**config.mk**
```make
export PLATFORM = sky130hd
export DESIGN_NAME = l1_refill_arbiter_flat
export DESIGN_NICKNAME = d
export VERILOG_FILES = /design/src/rtl/l1_arb_pkg.sv /design/src/rtl/l1_refill_arbiter_if.sv /design/src/rtl/l1_rr_arb2.sv /design/src/rtl/l1_refill_arbiter.sv /design/src/flat_wrapper.sv
export SDC_FILE = /design/constraint.sdc
export NUM_CORES = 1
export LEC_CHECK = 0
export CORE_ASPECT_RATIO = 0.6
export CORE_UTILIZATION = 35
export CTS_CLUSTER_DIAMETER = 40
export DETAILED_ROUTE_END_ITERATION = 7
export PLACE_DENSITY = 0.65
export SYNTH_ARGS = -nofsm -noshare
export SYNTH_HDL_FRONTEND = slang
export SYNTH_SLANG_ARGS = --single-unit
```
**constraint.sdc**
```tcl
create_clock -name clk -period 2.3 [get_ports clk]
set_input_delay 0.46 -clock clk [delete_from_list [all_inputs] [get_ports clk]]
set_output_delay 0.46 -clock clk [all_outputs]
set_load 0.005 [all_outputs]
```
**src/rtl/l1_arb_pkg.sv**
```systemverilog
// l1_arb_pkg: shared types and defaults for the L1 refill arbiter
package l1_arb_pkg;
  typedef enum logic [1:0] {IDLE, ISSUE, WAIT, RESP} state_t;
  typedef enum logic {OWN_IC, OWN_DC} owner_t;
  localparam logic [31:0] ERR_DATA_DEF = 32'hDEADBEEF;
endpackage

```
**src/rtl/l1_refill_arbiter_if.sv**
```systemverilog
// l1_refill_arbiter_if: cache-side and memory-side signals of the refill arbiter
interface l1_refill_arbiter_if #(
  parameter int ADDR_WIDTH = 32,
  parameter int DATA_WIDTH = 32
);
  logic                  ic_req_i;
  logic [ADDR_WIDTH-1:0] ic_addr_i;
  logic                  ic_gnt_o;
  logic                  ic_rvalid_o;
  logic [DATA_WIDTH-1:0] ic_rdata_o;
  logic                  dc_req_i;
  logic                  dc_we_i;
  logic [ADDR_WIDTH-1:0] dc_addr_i;
  logic [DATA_WIDTH-1:0] dc_wdata_i;
  logic                  dc_gnt_o;
  logic                  dc_rvalid_o;
  logic [DATA_WIDTH-1:0] dc_rdata_o;
  logic                  mem_req_o;
  logic                  mem_we_o;
  logic [ADDR_WIDTH-1:0] mem_addr_o;
  logic [DATA_WIDTH-1:0] mem_wdata_o;
  logic                  mem_ready_i;
  logic                  mem_rvalid_i;
  logic [DATA_WIDTH-1:0] mem_rdata_i;
  logic                  busy_o;
  logic                  err_o;
  modport master (
    input  ic_req_i, ic_addr_i, dc_req_i, dc_we_i, dc_addr_i, dc_wdata_i,
           mem_ready_i, mem_rvalid_i, mem_rdata_i,
    output ic_gnt_o, ic_rvalid_o, ic_rdata_o, dc_gnt_o, dc_rvalid_o, dc_rdata_o,
           mem_req_o, mem_we_o, mem_addr_o, mem_wdata_o, busy_o, err_o
  );
  modport slave (
    output ic_req_i, ic_addr_i, dc_req_i, dc_we_i, dc_addr_i, dc_wdata_i,
           mem_ready_i, mem_rvalid_i, mem_rdata_i,
    input  ic_gnt_o, ic_rvalid_o, ic_rdata_o, dc_gnt_o, dc_rvalid_o, dc_rdata_o,
           mem_req_o, mem_we_o, mem_addr_o, mem_wdata_o, busy_o, err_o
  );
endinterface

```
**src/rtl/l1_rr_arb2.sv**
```systemverilog
// l1_rr_arb2: two-way round-robin picker; a tie goes to whoever did not win last
module l1_rr_arb2
  import l1_arb_pkg::*;
(
  input  logic clk,
  input  logic rst_n,
  input  logic i_en,
  input  logic i_req_ic,
  input  logic i_req_dc,
  output logic o_gnt_ic,
  output logic o_gnt_dc
);
  owner_t r_last;
  logic   w_pick_dc;
  always_comb begin
    w_pick_dc = i_req_dc && (!i_req_ic || r_last == OWN_IC);
    o_gnt_dc  = i_en && w_pick_dc;
    o_gnt_ic  = i_en && i_req_ic && !w_pick_dc;
  end
  always_ff @(posedge clk or negedge rst_n)
    if (!rst_n) r_last <= OWN_IC;
    else if (o_gnt_ic || o_gnt_dc) r_last <= o_gnt_dc ? OWN_DC : OWN_IC;
endmodule

```
**src/rtl/l1_refill_arbiter.sv**
```systemverilog
// l1_refill_arbiter: shares one memory port between the L1 I- and D-caches,
// one transaction at a time, with a watchdog that answers hung requests with ERR_DATA.
module l1_refill_arbiter
  import l1_arb_pkg::*;
#(
  parameter int                    ADDR_WIDTH     = 32,
  parameter int                    DATA_WIDTH     = 32,
  parameter int                    TIMEOUT_CYCLES = 64,
  parameter logic [DATA_WIDTH-1:0] ERR_DATA       = DATA_WIDTH'(ERR_DATA_DEF)
) (
  input logic                 clk,
  input logic                 rst_n,
  l1_refill_arbiter_if.master bus
);
  localparam int CW = $clog2(TIMEOUT_CYCLES);
  state_t                r_state, w_next;
  owner_t                r_owner;
  logic                  r_we, r_err;
  logic [ADDR_WIDTH-1:0] r_addr;
  logic [DATA_WIDTH-1:0] r_wdata, r_ic_rdata, r_dc_rdata;
  logic [CW-1:0]         r_cnt;
  logic                  w_gnt_ic, w_gnt_dc, w_last, w_done, w_timeout;
  // grants are suppressed while reset is asserted so every output reads 0
  l1_rr_arb2 u_arb (
    .clk      (clk),
    .rst_n    (rst_n),
    .i_en     (r_state == IDLE && rst_n),
    .i_req_ic (bus.ic_req_i),
    .i_req_dc (bus.dc_req_i),
    .o_gnt_ic (w_gnt_ic),
    .o_gnt_dc (w_gnt_dc)
  );
  assign w_last    = r_cnt == CW'(TIMEOUT_CYCLES - 1);
  assign w_done    = r_state == WAIT && bus.mem_rvalid_i;
  // the awaited event wins over the limit when both land in the same cycle
  assign w_timeout = w_last && ((r_state == ISSUE && !bus.mem_ready_i) ||
                                (r_state == WAIT && !bus.mem_rvalid_i));
  always_comb begin
    w_next          = r_state;
    bus.ic_gnt_o    = w_gnt_ic;
    bus.dc_gnt_o    = w_gnt_dc;
    bus.ic_rvalid_o = r_state == RESP && r_owner == OWN_IC;
    bus.dc_rvalid_o = r_state == RESP && r_owner == OWN_DC;
    bus.ic_rdata_o  = r_ic_rdata;
    bus.dc_rdata_o  = r_dc_rdata;
    bus.mem_req_o   = r_state == ISSUE;
    bus.mem_we_o    = r_state == ISSUE && r_we;
    bus.mem_addr_o  = r_state == ISSUE ? r_addr : '0;
    bus.mem_wdata_o = r_state == ISSUE ? r_wdata : '0;
    bus.busy_o      = r_state != IDLE;
    bus.err_o       = r_state == RESP && r_err;
    unique case (r_state)
      IDLE:    w_next = (w_gnt_ic || w_gnt_dc) ? ISSUE : IDLE;
      ISSUE:   w_next = bus.mem_ready_i ? WAIT : (w_timeout ? RESP : ISSUE);
      WAIT:    w_next = (w_done || w_timeout) ? RESP : WAIT;
      default: w_next = IDLE;
    endcase
  end
  always_ff @(posedge clk or negedge rst_n)
    if (!rst_n) begin
      r_state    <= IDLE;
      r_owner    <= OWN_IC;
      r_we       <= 1'b0;
      r_err      <= 1'b0;
      r_addr     <= '0;
      r_wdata    <= '0;
      r_cnt      <= '0;
      r_ic_rdata <= '0;
      r_dc_rdata <= '0;
    end else begin
      r_state <= w_next;
      if (w_gnt_ic || w_gnt_dc) begin
        r_owner <= w_gnt_dc ? OWN_DC : OWN_IC;
        r_we    <= w_gnt_dc && bus.dc_we_i;
        r_addr  <= w_gnt_dc ? bus.dc_addr_i : bus.ic_addr_i;
        r_wdata <= bus.dc_wdata_i;
        r_cnt   <= '0;
      end else if ((r_state == ISSUE || r_state == WAIT) && !w_last) r_cnt <= r_cnt + CW'(1);
      if (w_done || w_timeout) begin
        r_err <= w_timeout;
        if (r_owner == OWN_IC) r_ic_rdata <= w_timeout ? ERR_DATA : bus.mem_rdata_i;
        else r_dc_rdata <= w_timeout ? ERR_DATA : bus.mem_rdata_i;
      end
    end
endmodule

```
**src/flat_wrapper.sv**
```systemverilog
// flat-port wrapper written by rule: the top's interface ports become plain ports
module l1_refill_arbiter_flat import l1_arb_pkg::*;
#(
  parameter int                    ADDR_WIDTH     = 32,
  parameter int                    DATA_WIDTH     = 32,
  parameter int                    TIMEOUT_CYCLES = 64,
  parameter logic [DATA_WIDTH-1:0] ERR_DATA       = DATA_WIDTH'(ERR_DATA_DEF)
)
  (clk, rst_n, bus_ic_req_i, bus_ic_addr_i, bus_dc_req_i, bus_dc_we_i, bus_dc_addr_i, bus_dc_wdata_i, bus_mem_ready_i, bus_mem_rvalid_i, bus_mem_rdata_i, bus_ic_gnt_o, bus_ic_rvalid_o, bus_ic_rdata_o, bus_dc_gnt_o, bus_dc_rvalid_o, bus_dc_rdata_o, bus_mem_req_o, bus_mem_we_o, bus_mem_addr_o, bus_mem_wdata_o, bus_busy_o, bus_err_o);
  l1_refill_arbiter_if #(.ADDR_WIDTH(ADDR_WIDTH), .DATA_WIDTH(DATA_WIDTH)) bus_i ();
  input logic clk;
  input logic rst_n;
  input wire logic [$bits(bus_i.ic_req_i)-1:0] bus_ic_req_i;
  input wire logic [$bits(bus_i.ic_addr_i)-1:0] bus_ic_addr_i;
  input wire logic [$bits(bus_i.dc_req_i)-1:0] bus_dc_req_i;
  input wire logic [$bits(bus_i.dc_we_i)-1:0] bus_dc_we_i;
  input wire logic [$bits(bus_i.dc_addr_i)-1:0] bus_dc_addr_i;
  input wire logic [$bits(bus_i.dc_wdata_i)-1:0] bus_dc_wdata_i;
  input wire logic [$bits(bus_i.mem_ready_i)-1:0] bus_mem_ready_i;
  input wire logic [$bits(bus_i.mem_rvalid_i)-1:0] bus_mem_rvalid_i;
  input wire logic [$bits(bus_i.mem_rdata_i)-1:0] bus_mem_rdata_i;
  output wire logic [$bits(bus_i.ic_gnt_o)-1:0] bus_ic_gnt_o;
  output wire logic [$bits(bus_i.ic_rvalid_o)-1:0] bus_ic_rvalid_o;
  output wire logic [$bits(bus_i.ic_rdata_o)-1:0] bus_ic_rdata_o;
  output wire logic [$bits(bus_i.dc_gnt_o)-1:0] bus_dc_gnt_o;
  output wire logic [$bits(bus_i.dc_rvalid_o)-1:0] bus_dc_rvalid_o;
  output wire logic [$bits(bus_i.dc_rdata_o)-1:0] bus_dc_rdata_o;
  output wire logic [$bits(bus_i.mem_req_o)-1:0] bus_mem_req_o;
  output wire logic [$bits(bus_i.mem_we_o)-1:0] bus_mem_we_o;
  output wire logic [$bits(bus_i.mem_addr_o)-1:0] bus_mem_addr_o;
  output wire logic [$bits(bus_i.mem_wdata_o)-1:0] bus_mem_wdata_o;
  output wire logic [$bits(bus_i.busy_o)-1:0] bus_busy_o;
  output wire logic [$bits(bus_i.err_o)-1:0] bus_err_o;
  assign bus_i.ic_req_i = bus_ic_req_i;
  assign bus_i.ic_addr_i = bus_ic_addr_i;
  assign bus_i.dc_req_i = bus_dc_req_i;
  assign bus_i.dc_we_i = bus_dc_we_i;
  assign bus_i.dc_addr_i = bus_dc_addr_i;
  assign bus_i.dc_wdata_i = bus_dc_wdata_i;
  assign bus_i.mem_ready_i = bus_mem_ready_i;
  assign bus_i.mem_rvalid_i = bus_mem_rvalid_i;
  assign bus_i.mem_rdata_i = bus_mem_rdata_i;
  assign bus_ic_gnt_o = bus_i.ic_gnt_o;
  assign bus_ic_rvalid_o = bus_i.ic_rvalid_o;
  assign bus_ic_rdata_o = bus_i.ic_rdata_o;
  assign bus_dc_gnt_o = bus_i.dc_gnt_o;
  assign bus_dc_rvalid_o = bus_i.dc_rvalid_o;
  assign bus_dc_rdata_o = bus_i.dc_rdata_o;
  assign bus_mem_req_o = bus_i.mem_req_o;
  assign bus_mem_we_o = bus_i.mem_we_o;
  assign bus_mem_addr_o = bus_i.mem_addr_o;
  assign bus_mem_wdata_o = bus_i.mem_wdata_o;
  assign bus_busy_o = bus_i.busy_o;
  assign bus_err_o = bus_i.err_o;
  l1_refill_arbiter #(.ADDR_WIDTH(ADDR_WIDTH), .DATA_WIDTH(DATA_WIDTH), .TIMEOUT_CYCLES(TIMEOUT_CYCLES), .ERR_DATA(ERR_DATA)) u_core (.clk(clk), .rst_n(rst_n), .bus(bus_i));
endmodule
```
# Word-level counts from Yosys, hierarchy flattened
# Cells that the tools add are included.
# Widths: inputs -> output; s select.
dict set report totals {
  ff_bits 139
  input_bits 135
  out_inout_bits 136
  elab_cells 57
}
dict set report op_classes {
  addsub 1
  eq_ne 4
  n_mux 12
  bitwise 1
  n_reduce_logical 30
}
# cell count
set ops {}
lappend ops {{$mux 32} 4}
lappend ops {{$logic_and 1x1->1} 15}
lappend ops {{$mux 6} 2}
lappend ops {{$add 6x1->6 const B} 1}
lappend ops {{$eq 6x6->1 const B} 1}
lappend ops {{$pmux 2 s3} 1}
lappend ops {{$logic_not 1->1} 5}
lappend ops {{$logic_or 1x1->1} 5}
lappend ops {{$eq 2x2->1 const B} 2}
lappend ops {{$mux 2} 2}
lappend ops {{$reduce_and 2->1} 2}
lappend ops {{$reduce_bool 2->1} 2}
lappend ops {{$mux 1} 3}
lappend ops {{$eq 2x1->1 const B} 1}
lappend ops {{$logic_not 2->1} 1}
lappend ops {{$not 1->1} 1}

# Depth between registers and ports, before layout
dict set report depth {
  word_depth 8
  depth_mapped 7
  ltp_nobuf 5
}

# By module
# From an unflattened synthesis, not the netlist that was laid out.
dict set report unflattened {
  hier_cells 732
  hier_area_um2 7397.1
}
# mod instances cells_each area_per_inst_um2 seq_area_each_um2
set by_module_without_submodules {}
lappend by_module_without_submodules {l1_refill_arbiter 1 724 7335.8 3478.3}
lappend by_module_without_submodules {l1_rr_arb2 1 8 61.3 25.0}

# Worst setup path before layout
# Ideal clock, no wire load.
dict set report synth_path {
  path_kind {reg-to-reg}
  from {reg u_core.r_state[1]}
  to {reg u_core.r_addr[10]}
  setup_time_ns 0.125
  t_arrival_ns 1.653
  required_time_ns 2.175
  path_slack_ns 0.522
  path_stages_with_launch 7
  n_path_buf 1
  period_less_slack_ns 1.778
  path_cell_list {dfrtp_1 inv_1 ha_1 nand3_4 buf_6 mux2_4 mux2_4}
}
dict set report synth_between {
  elab_chain_cells 5
  word_cells_on_any_way 7
  cone_classes {mux (1); reduce/logical (6)}
}
# element line
set synth_lines {}
lappend synth_lines {{start: declaration} l1_refill_arbiter.sv:16} ;# state_t r_state, w_next;
lappend synth_lines {{start signal: assignment} l1_refill_arbiter.sv:71} ;# r_state <= w_next;
lappend synth_lines {{$logic_not 2->1 *} l1_refill_arbiter.sv:27} ;# .i_en (r_state == IDLE && rst_n),
lappend synth_lines {{$logic_and 1x1->1 *} l1_refill_arbiter.sv:27}
lappend synth_lines {{$logic_and 1x1->1 (2 in a row)} l1_rr_arb2.sv:18} ;# o_gnt_ic = i_en && i_req_ic && !w_pick_dc;
lappend synth_lines {{$logic_or 1x1->1} l1_refill_arbiter.sv:72} ;# if (w_gnt_ic || w_gnt_dc) begin
lappend synth_lines {{end signal: assignment} l1_refill_arbiter.sv:75} ;# r_addr <= w_gnt_dc ? bus.dc_addr_i : bus.ic_addr_i;
lappend synth_lines {{end: declaration} l1_refill_arbiter.sv:19} ;# logic [ADDR_WIDTH-1:0] r_addr;
# Mark *: on every way between the ends. The rest lies on a longest branch, timed or not.
# A chain may end at the register's enable or synchronous reset.

# Final worst setup path
dict set report layout_path {
  from {reg u_core.r_state[0]}
  to {out bus_mem_wdata_o[10]}
}
dict set report layout_between {
  elab_chain_cells 2
}
# element line
set layout_lines {}
lappend layout_lines {{$eq 2x1->1} l1_refill_arbiter.sv:49} ;# bus.mem_wdata_o = r_state == ISSUE ? r_wdata : '0;
lappend layout_lines {{$mux 32} l1_refill_arbiter.sv:49}
lappend layout_lines {{end: declaration} flat_wrapper.sv:31} ;# output wire logic [$bits(bus_i.mem_wdata_o)-1:0] bus_mem_wdata_o;
# Every way passes these cells.

==> summary.md <==
| Metric | Value |
|---|---|
| Post-synthesis cell type count | 38 |
| Placed Instance Area | 0.01060 sq mm |
| HPWL after DPL | 15320 microns |
| Slowest CP cell | dfrtp_2 |
| Final Hold Fails | 0 |
| Type of destination of the critical path | primary output |
| Number of synthesized flops with an enable pin | 0 |
| Vias in the first global route | 6336 |
| WL per Instance | 18.00 microns |
| Max Cap Violations | 0 |
| Slew Viols, Final | 0 |
| H-tree depth | 4 |
| Final net count | 1161 |
| Lkg Pwr | 0.005236 uW |
| DRT Pass-1 Iters | 4 |
| Primary FF master, synth | dfrtp_1 |
| Via count | 6516 |
| Post-Syn Area per Cell | 10.02 sq um |
| YS warnings | 0 |
| # IOs | 271 |
| Overall fraction of global-route tracks in use | 21.25% |
| Pwr Density | 1197 mW/mm^2 |
| Area leader, netlist | dfrtp_1 |
| Core box area | 0.02108 sq mm |
| Setup TNS | 0 ns |
| Tcrit/Tclk final | 97.27% |
| CTS clock-pin slew for the worst setup and hold paths | 0.06 ns |
| Inserted Diodes | 0 |
| Cell Rows | 41 |
| Num CTS Buffers | 17 |
| Drt drc | 0 |
| Clock Skews | 0.008104 ns |
| Initial drt markers | 403 |
| Multi-input logic area | 0.003795 sq mm |
| Adder-Cell Fraction of Synth Area | 0.9921% |
| Initial Utilization | 35.89% |
| Final ANT Viol Nets | 0 |
| Critical R2R Capture | u_core.bus.dc_rdata_o[29]$_DFFE_PN0P_ |
| Initial antenna violation count | 3 |
| Fin area | 0.01136 sq mm |
| GRT overflow | 0 |
| Critical Path AT | 1.78 ns |
| Post-synthesis cell count | 755 |
| Post-synthesis sequential area ratio | 45.97% |
| R2R Path Start | u_core.r_state[0]$_DFF_PN0_ |
| Final Wtd Congestion | 0.7592 |
| Largest family of logic cells by synthesized area | simple AND/OR/NAND/NOR gates |
| Final Setup Violations | 0 |
| Run status | completed |
| Hold Path Class | input port to asynchronous set/reset pin |
| Crit start category | flip-flop |
| R2R cell count | 5 |
| Share of cells above drive strength 1 | 14.04% |
| CTS tree | yes |
| Post-synth ARST share | 100.0% |
| Min Hold Slack | 0.1753 ns |
| R2R Setup Slk | 0.41 ns |
| Critical Path Fanout Max | 15 |
| Syn Std Cell Area | 0.007567 sq mm |
| Worst-Skew Late Latency | 0.42 ns |
| Top cells by area, synth | dfrtp_1 46%, mux2_4 11%, and2_1 7.7% |
| Critical Path, Cell by Cell | ha_4 -> buf_4 -> buf_12 -> and2_1 -> dlygate4sd2_1 |
| Largest net degree at the start of global routing | 100 |
| Die height | 115.9 microns |
| CP required | 1.84 ns |
| Port Buf Inserts | 270 |
| Synth Register Bits | 139 |
| Setup CP Type | flip-flop to primary output |
| Syn Nets | 896 |
| Clock Path Buffers | 2 |
| Root buf cell | clkbuf_16 |
| Fmax | 447.0 MHz |
| Post-synth top area share | 45.97% |
| Crit-path max cell delay | 0.44 ns |
| First-pass GRT wire length | 36000 microns |
| Die width | 191.8 microns |
| Compound-Gate Fraction of Synth Area | 12.68% |
| # fillers | 1934 |
| Storage element area | 0.003481 sq mm |
| Minimum clock period | 2.237 ns |
| Routed WL | 23620 microns |
| Vias per std cell | 4.966 |
| Area delta synth->final | 50.17% |
| Peak supply drop | 0.5974 mV |
| # clock sinks | 139 |
| Least-Margin Pin Slew | 0.6306 ns |
| XOR/XNOR share of the synthesized area | 0% |
| Simple-gate share of the synthesized area | 23.35% |
| Worst slew margin | 57.96% |
| Mux contribution to synthesized area | 12.60% |
| Die ar. | 0.02223 sq mm |
==> cell families after synthesis <==
family / Yosys count
fa+ha+maj: 6
flops: 139
compound gates: 123
buf+inv: 77
simple gates: 343
mux: 67
==> stage by stage <==
stage	utilization [%]	total power (uW)	setup slack [ns]	std cells
global route	53.90	14550	-0.002190	1312
global placement	50.25	10420	0.01098	1266
detailed placement	50.25	10550	0.01358	1266
finish	53.90	13600	0.06281	1312
floorplan	-	7685	0.5216	755
CTS	53.79	13700	-0.06435	1311
==> sequential cells by signal (all words and copies together) (netlist names) <==
| signal | cells |
|---|---|
| u_core.bus.dc_rdata_o | 32 |
| u_core.bus.ic_rdata_o | 32 |
| u_core.r_addr | 32 |
| u_core.r_cnt | 6 |
| u_core.r_err | 1 |
| u_core.r_owner | 1 |
| u_core.r_state | 2 |
| u_core.r_wdata | 32 |
| u_core.r_we | 1 |
==> worst max-delay path, delay by kind of cell, from the launching register on <==
family                   cells  cell delay (ns)
buffers and inverters        3             0.57
AND/OR/NAND/NOR              1             0.15
flip-flops                   1             0.44
adder cells (fa/ha/maj)      1             0.20
==> placed cells by master, fill, tap and decap left out, types with 17 or more instances in the layout <==
cell type	synthesis	final
buf_4	2	24
nand2_1	155	155
and2_1	93	93
a21boi_0	25	25
clkdlybuf4s50_1	0	197
dfrtp_1	139	137
dlygate4sd2_1	0	59
mux2_4	54	54
a21oi_1	18	18
nor2b_1	35	35
and4_1	25	25
clkbuf_16	0	17
a211oi_1	27	27
nor2_1	26	26
a311oi_1	24	24
==> report_power, final <==
| group | leakage (uW) | switching [uW] | total [uW] | internal, uW |
|---|---|---|---|---|
| Clock | 0.000298 | 1050 | 2870 | 1820 |
| Combinational | 0.00336 | 2680 | 6450 | 3770 |
| Sequential | 0.00158 | 726 | 4290 | 3560 |
| Total | 0.00524 | 4450 | 13600 | 9150 |
==> synthesized netlist by cell type, types with 2 or more instances <==
cell	instances
nand2_1	155
dfrtp_1	139
and2_1	93
mux2_4	54
clkbuf_1	41
nor2b_1	35
a211oi_1	27
nor2_1	26
a21boi_0	25
and4_1	25
a311oi_1	24
a21oi_1	18
a311o_1	16
inv_1	15
buf_2	12
mux2_2	10
ha_1	6
buf_1	3
buf_6	3
mux2i_1	3
nor3_1	3
buf_4	2
nand4_1	2
o2111a_1	2
o2111ai_1	2
o21ai_0	2
==> per-layer routing <==
layer,up-vias,part of all wire (%),GRT usage (%),wire length [microns]
met2,190,42,29.92,9911
met4,0,0.75,4.444,176
li1,3141,-,-,-
met3,16,8.0,6.875,1899
met5,-,0,0,0
met1,3169,49,31.39,11630
==> area by class of cell <==
class / instances / area share (%)
clock buffer: 26 / 4.393
clock inverter: 6 / 0.9579
inverter: 16 / 0.5285
multi-input combinational: 539 / 33.40
sequential: 139 / 30.63
tap: 279 / 3.072
timing repair buffer: 307 / 27.02
==> how the worst max path moves through the flow <==
stage	slack, ns	startpoint	cells after the start	end
global route	-0.002	u_core.r_state[0]$_DFF_PN0_	5	bus_mem_wdata_o[10]
CTS	-0.06	u_core.r_state[1]$_DFF_PN0_	5	bus_mem_addr_o[25]
finish	0.06	u_core.r_state[0]$_DFF_PN0_	5	bus_mem_wdata_o[10]
global placement	0.01	bus_dc_req_i	5	bus_dc_gnt_o
detailed placement	0.01	bus_dc_req_i	5	bus_dc_gnt_o
floorplan	0.52	u_core.r_state[1]$_DFF_PN0_	6	u_core.r_addr[10]$_DFFE_PN0N_
==> timing repair <==
item,in CTS,in global routing
gates resized for setup,90,8
setup buffers,8,1
hold buffers,1,0
gates cloned,4,0
setup endpoints to repair,69,7
hold endpoints to repair,6,0
pin swaps,1,1
No activity file was read; power rests on OpenSTA's default activity.
